$ cat src/rtl/mct_word.sv
// Word-to-byte memory access engine; optional write path under `MCT_WRITE_EN.
// Latency: read response WORD_BYTES+2 cycles after accept, write WORD_BYTES+1; req_ready only in IDLE.
// Backpressure: one request in flight, req_valid ignored while busy; accept allowed in the resp_valid cycle.
module mct_word #(
    parameter int ADDR_W     = 32,
    parameter int WORD_BYTES = 4,
    parameter int BIG_ENDIAN = 1
) (
    input  logic                    clk,
    input  logic                    rst,
    input  logic                    req_valid,
    output logic                    req_ready,
    input  logic                    req_wr,
    input  logic [ADDR_W-1:0]       req_addr,
    input  logic [8*WORD_BYTES-1:0] req_wdata,
    output logic                    resp_valid,
    output logic [8*WORD_BYTES-1:0] resp_rdata,
    output logic [ADDR_W-1:0]       mem_addr,
    output logic                    mem_wr,
    output logic [7:0]              mem_dout,
    input  logic [7:0]              mem_din,
    output logic                    busy
);

    localparam int W  = 8 * WORD_BYTES;
    localparam int CW = $clog2(WORD_BYTES + 1);

    localparam logic [1:0] S_IDLE    = 2'd0;
    localparam logic [1:0] S_RD      = 2'd1;
    localparam logic [1:0] S_RD_LAST = 2'd2;
`ifdef MCT_WRITE_EN
    localparam logic [1:0] S_WR      = 2'd3;
`endif

    logic [1:0]        state_q, state_d;
    logic [CW-1:0]     cnt_q, cnt_d;
    logic [ADDR_W-1:0] addr_q, addr_d;
    logic [W-1:0]      rbuf_q, rbuf_d;
    logic              req_ready_q, req_ready_d;
    logic              busy_q, busy_d;
    logic              resp_valid_q, resp_valid_d;
    logic [W-1:0]      resp_rdata_q, resp_rdata_d;
    logic [ADDR_W-1:0] mem_addr_q, mem_addr_d;
    logic [W-1:0]      rd_shift;
    logic [ADDR_W-1:0] next_addr;
    logic              last_byte;

`ifdef MCT_WRITE_EN
    logic [W-1:0]      wdata_q, wdata_d;
    logic              mem_wr_q, mem_wr_d;
    logic [7:0]        mem_dout_q, mem_dout_d;

    // Byte i of the word in transfer order; first byte is the MSB when big-endian.
    function automatic logic [7:0] pick(input logic [W-1:0] w, input logic [CW-1:0] i);
        logic [7:0] r;
        r = '0;
        for (int k = 0; k < WORD_BYTES; k++) begin
            if (i == CW'(k)) begin
                r = w[((BIG_ENDIAN != 0) ? (WORD_BYTES - 1 - k) : k) * 8 +: 8];
            end
        end
        return r;
    endfunction
`else
    logic unused_wr;
    assign unused_wr = ^{req_wr, req_wdata};
`endif

    always_comb begin
        if (BIG_ENDIAN != 0) begin
            rd_shift = (rbuf_q << 8) | W'(mem_din);
        end else begin
            rd_shift = (rbuf_q >> 8) | (W'(mem_din) << (W - 8));
        end
    end

    assign next_addr = addr_q + ADDR_W'(cnt_q) + ADDR_W'(1);
    assign last_byte = (cnt_q == CW'(WORD_BYTES - 1));

    always_comb begin
        state_d      = state_q;
        cnt_d        = cnt_q;
        addr_d       = addr_q;
        rbuf_d       = rbuf_q;
        req_ready_d  = req_ready_q;
        resp_valid_d = 1'b0;
        resp_rdata_d = resp_rdata_q;
        mem_addr_d   = mem_addr_q;
`ifdef MCT_WRITE_EN
        wdata_d      = wdata_q;
        mem_wr_d     = mem_wr_q;
        mem_dout_d   = mem_dout_q;
`endif
        case (state_q)
            S_IDLE: begin
                if (req_valid && req_ready_q) begin
                    addr_d      = req_addr;
                    cnt_d       = '0;
                    mem_addr_d  = req_addr;
                    req_ready_d = 1'b0;
                    state_d     = S_RD;
`ifdef MCT_WRITE_EN
                    if (req_wr) begin
                        wdata_d    = req_wdata;
                        mem_wr_d   = 1'b1;
                        mem_dout_d = pick(req_wdata, '0);
                        state_d    = S_WR;
                    end
`endif
                end
            end
            S_RD: begin
                // mem_din lags its address by one cycle, so byte cnt-1 lands now.
                if (cnt_q != '0) begin
                    rbuf_d = rd_shift;
                end
                if (last_byte) begin
                    mem_addr_d = '0;
                    state_d    = S_RD_LAST;
                end else begin
                    cnt_d      = cnt_q + CW'(1);
                    mem_addr_d = next_addr;
                end
            end
            S_RD_LAST: begin
                resp_rdata_d = rd_shift;
                resp_valid_d = 1'b1;
                req_ready_d  = 1'b1;
                cnt_d        = '0;
                state_d      = S_IDLE;
            end
`ifdef MCT_WRITE_EN
            S_WR: begin
                if (last_byte) begin
                    mem_wr_d     = 1'b0;
                    mem_addr_d   = '0;
                    mem_dout_d   = '0;
                    resp_valid_d = 1'b1;
                    req_ready_d  = 1'b1;
                    cnt_d        = '0;
                    state_d      = S_IDLE;
                end else begin
                    cnt_d      = cnt_q + CW'(1);
                    mem_addr_d = next_addr;
                    mem_dout_d = pick(wdata_q, cnt_q + CW'(1));
                end
            end
`endif
            default: begin
                state_d     = S_IDLE;
                req_ready_d = 1'b1;
            end
        endcase
        busy_d = ~req_ready_d;
    end

    always_ff @(posedge clk or negedge rst) begin
        if (!rst) begin
            state_q      <= S_IDLE;
            cnt_q        <= '0;
            addr_q       <= '0;
            rbuf_q       <= '0;
            req_ready_q  <= 1'b1;
            busy_q       <= 1'b0;
            resp_valid_q <= 1'b0;
            resp_rdata_q <= '0;
            mem_addr_q   <= '0;
        end else begin
            state_q      <= state_d;
            cnt_q        <= cnt_d;
            addr_q       <= addr_d;
            rbuf_q       <= rbuf_d;
            req_ready_q  <= req_ready_d;
            busy_q       <= busy_d;
            resp_valid_q <= resp_valid_d;
            resp_rdata_q <= resp_rdata_d;
            mem_addr_q   <= mem_addr_d;
        end
    end

`ifdef MCT_WRITE_EN
    always_ff @(posedge clk or negedge rst) begin
        if (!rst) begin
            wdata_q    <= '0;
            mem_wr_q   <= 1'b0;
            mem_dout_q <= '0;
        end else begin
            wdata_q    <= wdata_d;
            mem_wr_q   <= mem_wr_d;
            mem_dout_q <= mem_dout_d;
        end
    end

    assign mem_wr   = mem_wr_q;
    assign mem_dout = mem_dout_q;
`else
    assign mem_wr   = 1'b0;
    assign mem_dout = '0;
`endif

    assign req_ready  = req_ready_q;
    assign busy       = busy_q;
    assign resp_valid = resp_valid_q;
    assign resp_rdata = resp_rdata_q;
    assign mem_addr   = mem_addr_q;

endmodule

$ cat config.mk
export PLATFORM = sky130hd
export DESIGN_NAME = mct_word
export DESIGN_NICKNAME = d
export VERILOG_FILES = /design/src/rtl/mct_word.sv
export SDC_FILE = /design/constraint.sdc
export NUM_CORES = 1
export LEC_CHECK = 0
export ABC_AREA = 1
export BUFFER_PORTS_ARGS = -buffer_cell sky130_fd_sc_hd__buf_2
export CAP_MARGIN = 20
export CORE_UTILIZATION = 45
export DETAILED_ROUTE_END_ITERATION = 16
export GPL_ROUTABILITY_DRIVEN = 1
export PLACE_DENSITY = 0.69
export SYNTH_ARGS = -nofsm -noshare
export SYNTH_HDL_FRONTEND = slang
export SYNTH_SLANG_ARGS = --single-unit
$ cat constraint.sdc
create_clock -name clk -period 5.7 [get_ports clk]
set_input_delay 0.57 -clock clk [delete_from_list [all_inputs] [get_ports clk]]
set_output_delay 0.57 -clock clk [all_outputs]
set_load 0.02 [all_outputs]
# After elaboration in Yosys (flattened, before gate mapping)
# Index checks and enable logic that the tools add are counted.
[classes]
div_mod_pow = 0
n_mul = 0
n_bitwise = 2
shifts = 0
n_mux = 12
order_cmp = 0
n_reduce_logical = 10
eq_ne = 6
addsub = 3
[op_table]
columns = ["cell", "count"]
rows = [
  ["$mux W32", 2],
  ["$pmux W32 S2", 1],
  ["$add A32 B1 Y32 const B", 1],
  ["$add A32 B3 Y32", 1],
  ["$or A32 B8 Y32", 1],
  ["$pmux W3 S3", 1],
  ["$reduce_and A2 Y1", 4],
  ["$mux W3", 2],
  ["$ne A2 B2 Y1 const B", 3],
  ["$reduce_bool A3 Y1", 2],
  ["$mux W2", 2],
  ["$pmux W2 S2", 1],
  ["$add A3 B1 Y3 const B", 1],
  ["$eq A3 B2 Y1 const B", 1],
  ["$reduce_and A3 Y1", 1],
  ["$eq A2 B1 Y1 const B", 1],
  ["$eq A2 B2 Y1 const B", 1],
  ["$logic_not A2 Y1", 1],
  ["$mux W1", 2],
  ["$pmux W1 S2", 1],
  ["$reduce_bool A2 Y1", 1],
  ["$logic_and A1 B1 Y1", 1],
  ["$not A1 Y1", 1],
]
[totals]
romBits = 0
n_memories = 0
latchBits = 0
out_inout_bits = 76
ramBits = 0
reg_bits = 128
wordCells = 42

# Logic depth before layout (Yosys ltp)
[logic_depth]
word_depth = 4
depth_mapped = 13

# Least setup slack after synthesis
# Ideal clock, no wire load.
[synth_path]
path_kind = "reg2reg"
start = "reg cnt_q[0]"
end = "reg mem_addr_q[26], in the netlist mem_addr[26]"
n_path_buf = 0
setup_slack_ns = 3.883
stages_incl_launch_ff = 13
t_required_ns = 5.576
arrival_ns = 1.694
cell_sequence = "dfrtp_1 > inv_1 > ha_1 > inv_1 > fa_1 > nand2_2 > nand2_1 > nand3_4 > nor2_1 > nand2_1 > inv_1 > a21oi_1 > o21bai_1"
[synth_via]
elab_chain_len = 4
word_cells_on_any_way = 5
[synth_rtl]
columns = ["item", "line_no", "rtl"]
rows = [
  ["from (decl)", "36", "logic [CW-1:0] cnt_q, cnt_d;"],
  ["from (signal assigned)", "170", "cnt_q <= cnt_d;"],
  ["$add A32 B3 Y32", "77", "assign next_addr = addr_q + ADDR_W'(cnt_q) + ADDR_W'(1);"],
  ["$add A32 B1 Y32", "77", ""],
  ["$mux W32 *", "117", "if (last_byte) begin"],
  ["$pmux W32 S2 *", "94", "case (state_q)"],
  ["to (signal assigned)", "177", "mem_addr_q <= mem_addr_d;"],
  ["to (decl)", "43", "logic [ADDR_W-1:0] mem_addr_q, mem_addr_d;"],
]
# Mark *: on every way between the ends. The rest lies on a longest branch, timed or not.
# A chain may end at the register's enable or synchronous reset.

# Worst setup path in the final report
[layout_path]
start = "reg req_ready_q, in the netlist req_ready"
end = "reg mem_addr_q[26], in the netlist mem_addr[26]"
[layout_via]
elab_chain_len = 3
[layout_rtl]
columns = ["item", "line_no", "rtl"]
rows = [
  ["from (decl)", "39", "logic req_ready_q, req_ready_d;"],
  ["from (signal assigned)", "173", "req_ready_q <= req_ready_d;"],
  ["$logic_and A1 B1 Y1", "96", "if (req_valid && req_ready_q) begin"],
  ["$ne A2 B2 Y1 (no line)", "-", ""],
  ["$reduce_and A2 Y1 (no line)", "-", ""],
]
# No other way between the ends.

==> qor.txt <==
status - finished, final reports clean
Max VDD drop - 334.8 µV
Reg clk slew, reported paths - 0.06 ns
Main synth FF type - dfrtp_1
number of gates resized after cts - 0
worst-skew pair later-pin latency - 0.42 ns
RSZ-0062 raised after global routing - false
dpl cells - 973
final number of hold-violating endpoints - 0
max-cap check violation count - 0
# rows - 41
Power Density - 593.5 mW/mm²
DRT Pass-1 Iters - 6
largest area contributor in the netlist - dfrtp_1
CTS H-tree lvls - 4
CTS tree - done
Die Span Y - 116.4 µm
max_slew headroom - 46.35%
Worst EP required - 6.03 ns
final net count - 903
worst-path maximum fanout - 40
final std cells w/o fill - 1006
LEAKAGE - 3.753 nW
Reg-to-Reg End - mem_addr[26]
critical path's most frequent cell - nand2_1
initial antenna violation count - 1
min Tclk post-route - 2.370 ns
DRT iter0 DRCs - 416
Post-synth EDFFs - 0
Sink Count - 128
pin count of the biggest net entering global routing - 67
global route total overflow - 0
top post-synthesis cells by area - dfrtp_1 (54%), nand2_1 (15%), o21ai_0 (7.2%), inv_1 (5.4%), nand3_1 (4.7%)
final setup skew - 0.009010 ns
Clock Tree Buf Depth - 2
cell with the most instances after synthesis - nand2_1
gr usage total - 21.65%
core area - 0.01267 mm²
CP Class - reg -> reg
Num CTS Buffers - 17
Post-Syn Area - 0.005891 mm²
routed vias - 4881
Worst setup EP type - flop
Synth Instances - 714
Crit-path slowest cell - dfstp_2
area added between synthesis and finish - 20.48%
Post-synth top cells - nand2_1 (232), dfrtp_1 (127), inv_1 (85), o21ai_0 (85), nand3_1 (55)
routability congestion estimate - 0.8241
crit path cell chain - nand2_1 -> inv_1 -> nand2_1 -> inv_1 -> buf_4 -> nand2_1 -> nand2_1 -> o21bai_1
Placement Setup Slack - 3.083 ns
Top delay family on crit path - buffers and inverters
post-detail-place hpwl - 8982 µm
buffer count from post-CTS setup fixing - 0
sequential-to-total area share from yosys stat - 54.40%
area of the die - 0.01355 mm²
# port buffers - 109
Routed WL - 13210 µm
hold_buf cts - 0
Sw Pwr - 0.001735 W
root buf cell - clkbuf_16
f_max - 421.9 MHz
Clock Power Share - 24.6%
average wire per standard cell - 13.13 µm
Die Width - 116.4 µm
internal power - 0.002478 W
Setup Viol. Count Final - 0
Post-synth ARST share - 100.0%
Synth cell types - 34
vias per cell - 4.852
Final Max Tran Viols - 0
worst slew pin tran - 0.8047 ns
DRC Markers - 0
startpoint types - flop
period utilization - 41.58%
syn avg cell area - 8.250 µm²
Setup TNS - 0 ns
final worst setup slack - 3.330 ns
share of layout cells above drive strength 1 - 20.05%
io pins - 152
r2r setup slk - 3.33 ns
fin util - 56.01%
delay of the slowest critical-path stage - 0.54 ns
Worst R2R Path Depth - 8
Sequential Power Share - 38.4%
Comb power frac - 37.0%
path category of the worst min-delay check - in -> async
synth warn - 0
#FFs+latches synth - 128
number of global-route vias before repair - 4591
top cell type's share of synthesized area - 53.95%
post-route antenna net violation count - 0
Crit path arrival time - 2.70 ns
RR Startpoint - req_ready
effective utilization at floorplan - 46.49%
Switching Fraction - 41.18%
global-route wire length before repair - 22090 µm
WP buf/inv - 3
registers in the layout, summed over array words and instances (netlist names):
register	cells
busy	1
req_ready	1
addr_q	32
mem_addr	32
cnt_q	3
state_q	2
rbuf_q	24
resp_valid	1
resp_rdata	32
metrics by stage:
| stage | hold slack (ns) | power [W] | area [µm²] |
|---|---|---|---|
| 2_1_floorplan | 0.2744 | 0.002702 | 5921 |
| 3_3_place_gp | 0.4505 | 0.003147 | 6525 |
| 3_5_place_dp | 0.4609 | 0.003191 | 6525 |
| 4_1_cts | 0.2666 | 0.004248 | 7094 |
| 5_1_grt | 0.2980 | 0.004558 | 7097 |
| 6_report | 0.2409 | 0.004212 | 7097 |
kinds of logic after synthesis:
group	after synthesis	share of synthesized area, %
fa+ha+maj	7	1.614
other cells	1	0.06366
buf+inv	123	8.878
flops	128	54.40
compound gates	110	9.664
simple gates	345	25.38
layout make-up:
class,instances,area (µm²)
inverters,89,334.1
multi-input cells,471,2193
repair buffers,113,578.1
clock buffers,21,460.4
well taps,172,215.2
fillers,1214,5574
clock inverters,11,108.9
diodes,1,2.502
flip-flops and latches,128,3204
placed cells by master, fill, tap and decap left out, types with 2 or more instances in the layout:
cell type | Yosys | layout
o211ai_1 | 5 | 5
clkbuf_8 | 0 | 2
clkbuf_1 | 9 | 2
clkinv_4 | 0 | 3
o21ai_1 | 6 | 6
dfrtp_1 | 127 | 127
a21oi_1 | 11 | 11
conb_1 | 1 | 9
inv_2 | 3 | 3
nand2_1 | 232 | 232
buf_4 | 10 | 5
nor2_2 | 4 | 4
ha_1 | 6 | 6
nor3_1 | 10 | 10
buf_2 | 13 | 108
inv_1 | 85 | 85
nand3_1 | 55 | 55
o21bai_1 | 2 | 2
nand4_1 | 3 | 3
nor2_1 | 24 | 24
clkinvlp_4 | 0 | 4
nand2_2 | 7 | 7
nor2_4 | 3 | 3
clkbuf_16 | 0 | 17
inv_6 | 0 | 2
o21ai_0 | 85 | 85
power groups by stage:
stage / Sequential (W) / Clock, W / Combinational (W)
after global routing: 0.00168 / 0.00110 / 0.00178
after global placement: 0.00162 / 0 / 0.00153
final: 0.00162 / 0.00104 / 0.00156
after CTS: 0.00162 / 0.00105 / 0.00158
after detailed placement: 0.00162 / 0 / 0.00157
after floorplan: 0.00185 / 0 / 0.000850
how the worst max path moves through the flow:
stage | slack (ns) | endpoint | cells past startpoint | start
after floorplan | 3.88 | mem_addr[26] | 12 | cnt_q[0]
after global placement | 3.10 | mem_addr[26] | 11 | req_valid
after detailed placement | 3.08 | mem_addr[26] | 11 | req_valid
after CTS | 3.29 | mem_addr[26] | 8 | req_ready
after global routing | 3.11 | mem_addr[26] | 8 | req_ready
final | 3.33 | mem_addr[26] | 8 | req_ready
layer usage:
metal  track usage (%)  wire length [µm]  vias up
li1                  -                 -     2462
met3             6.539               749       23
met4             9.658               267        0
met2             33.10              6016      150
met5                 0                 0        -
met1             28.47              6176     2246
Power figures use the tool's default switching activity.
